### src/rtl/johnson_seq_ctrl.sv
// Run controller owning a WIDTH-bit Johnson counter: load, N-step runs in either direction, hold, done pulse.
// Optional build macro JOHNSON_FIX_EN: a run step taken from an illegal pattern clears q instead of shifting.
module johnson_seq_ctrl #(
    parameter int unsigned WIDTH = 4,
    parameter int unsigned CNT_W = 8
) (
    input  logic             clk,
    input  logic             reset,
    input  logic             start,
    input  logic [CNT_W-1:0] steps,
    input  logic             dir,
    input  logic             hold,
    input  logic             load,
    input  logic [WIDTH-1:0] load_val,
    output logic [WIDTH-1:0] q,
    output logic             busy,
    output logic             done,
    output logic             illegal
);

    typedef enum logic [1:0] {
        StIdle,
        StRun,
        StDone
    } state_e;

    state_e           state_q, state_d;
    logic [WIDTH-1:0] cnt_q, cnt_d;
    logic [CNT_W-1:0] rem_q, rem_d;
    logic             dir_q, dir_d;

    logic [WIDTH-1:0] fwd, rev, shifted;
    logic [WIDTH-2:0] edges;

    // A Johnson pattern has at most one boundary between adjacent differing bits.
    assign edges   = cnt_q[WIDTH-2:0] ^ cnt_q[WIDTH-1:1];
    assign illegal = (edges & (edges - (WIDTH-1)'(1))) != '0;

    assign fwd     = {cnt_q[WIDTH-2:0], ~cnt_q[WIDTH-1]};
    assign rev     = {~cnt_q[0], cnt_q[WIDTH-1:1]};
    assign shifted = dir_q ? rev : fwd;

    assign q    = cnt_q;
    assign busy = (state_q == StRun);
    assign done = (state_q == StDone);

    always_comb begin
        state_d = state_q;
        cnt_d   = cnt_q;
        rem_d   = rem_q;
        dir_d   = dir_q;
        unique case (state_q)
            StIdle: begin
                if (load) begin
                    cnt_d = load_val;
                end else if (start) begin
                    if (steps != '0) begin
                        rem_d   = steps;
                        dir_d   = dir;
                        state_d = StRun;
                    end else begin
                        state_d = StDone;
                    end
                end
            end
            StRun: begin
                if (!hold) begin
`ifdef JOHNSON_FIX_EN
                    cnt_d = illegal ? '0 : shifted;
`else
                    cnt_d = shifted;
`endif
                    rem_d = rem_q - CNT_W'(1);
                    if (rem_q == CNT_W'(1)) begin
                        state_d = StDone;
                    end
                end
            end
            StDone: begin
                state_d = StIdle;
            end
            default: begin
                state_d = StIdle;
            end
        endcase
    end

    always_ff @(posedge clk) begin
        if (reset) begin
            state_q <= StIdle;
            cnt_q   <= '0;
            rem_q   <= '0;
            dir_q   <= 1'b0;
        end else begin
            state_q <= state_d;
            cnt_q   <= cnt_d;
            rem_q   <= rem_d;
            dir_q   <= dir_d;
        end
    end

endmodule

### config.mk
export PLATFORM = sky130hd
export DESIGN_NAME = johnson_seq_ctrl
export DESIGN_NICKNAME = d
export VERILOG_FILES = /design/src/rtl/johnson_seq_ctrl.sv
export SDC_FILE = /design/constraint.sdc
export NUM_CORES = 1
export LEC_CHECK = 0
export ABC_CLOCK_PERIOD_IN_PS = 3100
export CAP_MARGIN = 20
export CORE_UTILIZATION = 54
export CTS_BUF_LIST = sky130_fd_sc_hd__clkbuf_4 sky130_fd_sc_hd__clkbuf_8
export DETAILED_ROUTE_END_ITERATION = 10
export PLACE_DENSITY = 0.87
export RECOVER_POWER = 100
export SYNTH_ARGS = -nofsm -noshare
export SYNTH_HDL_FRONTEND = slang
export SYNTH_SLANG_ARGS = --single-unit
### constraint.sdc
create_clock -name clk -period 3.1 [get_ports clk]
set_clock_uncertainty 0.05 [all_clocks]
set_input_delay 0.31 -clock clk [delete_from_list [all_inputs] [get_ports clk]]
set_output_delay 0.31 -clock clk [all_outputs]
set_load 0.01 [all_outputs]
; ---- Yosys cells after proc, flatten, opt, wreduce, memory -nomap -nowiden
; Index checks and enable logic that the tools add are counted.
[totals]
register_bits = 15
latch_bits = 0
ram_bits = 0
romBits = 0
inputBits = 18
out_inout_bits = 7
n_memories = 0
[classes]
addsub = 2
mul = 0
div = 0
magnitude_cmp = 0
n_eq_ne = 9
n_shift = 0
mux = 15
n_bitwise = 5
reduce_logical = 8
[ops]
columns = op, n
row1 = 8-bit two-way mux, 4
row2 = 8-bit one-hot mux with 2 select lines, 1
row3 = 4-bit two-way mux, 3
row4 = 2-bit two-way mux, 5
row5 = 2-bit != test (second input constant), 5
row6 = 8-bit by 1-bit == test with 1-bit output (second input constant), 1
row7 = 4-bit one-hot mux with 2 select lines, 1
row8 = 4-bit AND reduction, 2
row9 = 8-bit nonzero test, 1
row10 = 8-bit by 1-bit subtractor with 8-bit output (second input constant), 1
row11 = 5-bit AND reduction, 1
row12 = 2-bit one-hot mux with 2 select lines, 1
row13 = 3-bit AND, 1
row14 = 1-bit NOT, 3
row15 = 3-bit AND reduction, 1
row16 = 3-bit nonzero test, 1
row17 = 3-bit by 1-bit subtractor with 3-bit output (second input constant), 1
row18 = 3-bit bitwise XOR, 1
row19 = 2-bit by 1-bit == test with 1-bit output (second input constant), 1
row20 = 2-bit == test (second input constant), 1
row21 = 2-bit zero test, 1
row22 = 2-bit by 1-bit != test with 1-bit output (second input constant), 1
row23 = 2-bit nonzero test, 1

; ---- Longest topological paths before layout
[logic_depth]
ltp_word = 5
depth_mapped = 6
depth_no_buf = 6

; ---- Worst setup path before layout
; No wires, ideal clock.
[synth_path]
kind = register -> register
start = register state_q[0]
end = register rem_q[0]
arrival_time_ps = 1471
required_time_ps = 2931
setup_slack_ps = 1461
path_stages_with_launch = 6
cell_sequence = dfxtp_1 -> or3b_1 -> a211o_1 -> and2_1 -> buf_6 -> o221a_2
[synth_between]
elab_chain_len = 3
word_cells_on_any_way = 9
classes_between = eq/ne (5) / mux (1) / reduce/logical (3)
[synth_lines]
columns = item, line_no
row1 = from (decl), 27  ; state_e state_q, state_d;
row2 = from (signal assigned), 90  ; state_q <= StIdle;
row3 = from (signal assigned), 95  ; state_q <= state_d;
row4 = 2-bit by 1-bit == test with 1-bit output or 2-bit zero test (tied branches), 52  ; unique case (state_q)
row5 = 2-bit != test (no line) or 2-bit nonzero test (tied branches), -
row6 = 5-bit AND reduction (no line), -
row7 = to (signal assigned), 97  ; rem_q <= rem_d;
row8 = to (decl), 29  ; logic [CNT_W-1:0] rem_q, rem_d;
; Several ways; a longest one is shown, not always the timed one.
; A chain may end at the register's enable or synchronous reset.

; ---- Worst setup path after layout
[layout_path]
start = register state_q[1]
end = output busy
[layout_between]
elab_chain_len = 1
[layout_lines]
columns = item, line_no
row1 = 2-bit by 1-bit == test with 1-bit output, 44  ; assign busy = (state_q == StRun);
row2 = to (decl), 16  ; output logic busy,
; Every way passes these cells.

==> results_dict.tcl <==
set metrics [dict create \
    status "complete, no violations" \
    drv_cap 0 \
    postCtsResizedCells 0 \
    worstMarginPinSlew_ps 600.8 \
    track_usage 0.2838 \
    fin_nets 173 \
    seqPwrFrac 0.443 \
    yosysSeqAreaShare 0.3050 \
    finalWeightedCongestion 0.8774 \
    postPlaceCellArea_sq_um 1235 \
    grt_max_degree 17 \
    final.min_clock_period_ps 2582 \
    die_y_um 44.70 \
    combPwrFrac 0.328 \
    clock_latency_ps 290 \
    dr_total_vias 1064 \
    cts_setup_buffers 0 \
    io_pins 25 \
    critPathMaxFanout 13 \
    coreArea_sq_um 1727 \
    overflow 0 \
    fmax_mhz 387.2 \
    swShare 0.3413 \
    crit_path_start_kind "register" \
    synth_compound_gate_area_share 0.3177 \
    worstPathArrival_ps 2220 \
    core.rowCount 15 \
    numCtsBuffers 3 \
    syn2layout_area_growth_pct 27.83 \
    routed_wl_um 2586 \
    powerDensity_nw_per_um2 409.6 \
    finalSetupTns_ps 0 \
    fin_area_sq_um 1259 \
    synthTopCellsByCount "a21oi_1 (17), dfxtp_1 (15), nand2_1 (14)" \
    grt_pass1_vias 934 \
    dp_hpwl_um 1897 \
    firstDrtPassIters 6 \
    synthXorXnorAreaFrac 0 \
    cts_tree "yes" \
    cts_root_buf "clkbuf_4" \
    synth_top_area_frac 0.3050 \
    grt_pass1_wl_um 4119 \
    syn_avg_cell_area_sq_um 7.633 \
    end_kind "primary output" \
    synth-seq-cells 15 \
    die-area_sq_um 1998 \
    diodes 0 \
    antenna_found_initial 0 \
    synth-edff-count 0 \
    hold_viol 0 \
    syn-instance-count 129 \
    finalSetupViolCount 0 \
    numPortBuffers 24 \
    synth_top_area_cell "dfxtp_1" \
    syn_nets 149 \
    rsz0062_at_grt "false" \
    synth_async_sr_flop_share 0 \
    ir_worst_vdd_mv 0.3085 \
    synth_most_common_cell "a21oi_1" \
    cts_sinks 15 \
    synth_top_family_by_area "compound AO/OA/AOI/OAI gates" \
    synthDistinctLibCells 36 \
    power.share.clock 0.229 \
    dieWidth_um 44.70 \
    drv_slew 0 \
    syn_area_sq_um 984.7 \
    viasPerCell 6.011 \
    hold_path_class "register to register" \
    layout-drive-gt1-share 0.04605 \
    p_switching_mw 0.1760 \
    cell_internal_pwr_mw 0.3396 \
    synth_area_leaders "dfxtp_1 (30%), a21oi_1 (8.6%), nand2_1 (5.3%)" \
    p_leak_nw 0.4892 \
    wl_per_cell_um 14.61 \
    yosys.area_share.adder 0.02541 \
    synthSimpleGateAreaFrac 0.2287 \
    required_ps 2740 \
    detail_route.iter0.violations 42 \
    antenna_left 0 \
    synth_warnings 0 \
    clock_path_buffers 2 \
    postCtsHoldBufs 0 \
    start_util 0.5703 \
    clk_transition_reported_paths_ps 100 \
    max_slew_margin 0.5958 \
    drcViolationCount 0 \
    synthMuxAreaShare 0.05210 \
    synthFlopType "dfxtp_1" \
    critPathKind "register to primary output" \
    h-tree-depth 1 \
    min_period_over_period 0.8330 \
]
final timing paths:
path / startpoint / end / slack, ps / cells past startpoint
max: state_q[1] / busy / 520 / 4
min reg2reg: rem_q[7] / rem_q[7] / 430 / 2
max reg2reg: state_q[0] / rem_q[2] / 960 / 5
min: rem_q[7] / rem_q[7] / 430 / 2
cell usage in the layout, fill, tap and decap left out, drive strengths merged, types with 2 or more instances in the layout:
| cell type | netlist | final |
|---|---|---|
| nor3b | 2 | 2 |
| clkdlybuf4s50 | 0 | 17 |
| o21ai | 3 | 3 |
| mux2i | 4 | 4 |
| ha | 2 | 2 |
| inv | 9 | 9 |
| dfxtp | 15 | 15 |
| and3 | 2 | 2 |
| dlygate4sd3 | 0 | 7 |
| nand4 | 2 | 2 |
| a211o | 5 | 5 |
| nor2b | 2 | 2 |
| o221a | 2 | 2 |
| nand3 | 3 | 3 |
| clkbuf | 4 | 4 |
| nand2b | 2 | 2 |
| nor4 | 4 | 4 |
| nor2 | 12 | 12 |
| a21oi | 17 | 17 |
| nand2 | 14 | 14 |
| o31a | 2 | 2 |
| a22oi | 4 | 4 |
| o32ai | 5 | 5 |
flip-flops by register name (all words and copies together) (netlist names):
name,cells
dir_q,1
rem_q,8
q,4
state_q,2
cells by family after synthesis:
| logic type | count (synthesis) |
|---|---|
| muxes | 5 |
| AOI/OAI and AO/OA | 45 |
| adders and majority gates | 2 |
| buffers and inverters | 16 |
| and+or+nand+nor | 46 |
| DFF | 15 |
metal layers:
layer	global-route usage	vias up	part of all wire
li1	-	525	-
met3	0.02400	4	0.077
met5	0	-	0
met4	0.1333	0	0.015
met2	0.5059	55	0.49
met1	0.3441	480	0.42
power groups by stage:
stage | combinational (mW) | sequential (mW) | clock, mW
after floorplan | 0.107 | 0.230 | 0
after global placement | 0.169 | 0.231 | 0
after detailed placement | 0.172 | 0.233 | 0
after CTS | 0.172 | 0.228 | 0.118
after global routing | 0.187 | 0.231 | 0.123
final | 0.169 | 0.228 | 0.118
layout make-up:
type	count	area, sq um
Fill cell	153	467.9
Timing Repair Buffer	26	251.5
Clock inverter	1	5.005
Sequential cell	15	300.3
Multi-Input combinational cell	98	614.3
Tap cell	25	31.28
Clock buffer	3	22.52
Inverter	9	33.78
worst max-delay path: stages (launching register included):
cell and delay [ps]:
dfxtp_1 460, nand2b_1 140, clkbuf_1 430, inv_1 340, clkdlybuf4s50_1 570
per-stage QoR:
step                power (mW)  hold slack (ps)  utilization  worst slack [ps]  instances
floorplan               0.3370            349.7            -              1461        129
global placement        0.4003            403.4       0.7152             799.8        173
detailed placement      0.4041            419.6       0.7152             694.7        173
CTS                     0.5182            433.0       0.7312             804.0        177
global route            0.5416            474.7       0.7290             442.9        177
finish                  0.5155            428.4       0.7290             517.6        177
(Power assumes the default switching activity.)
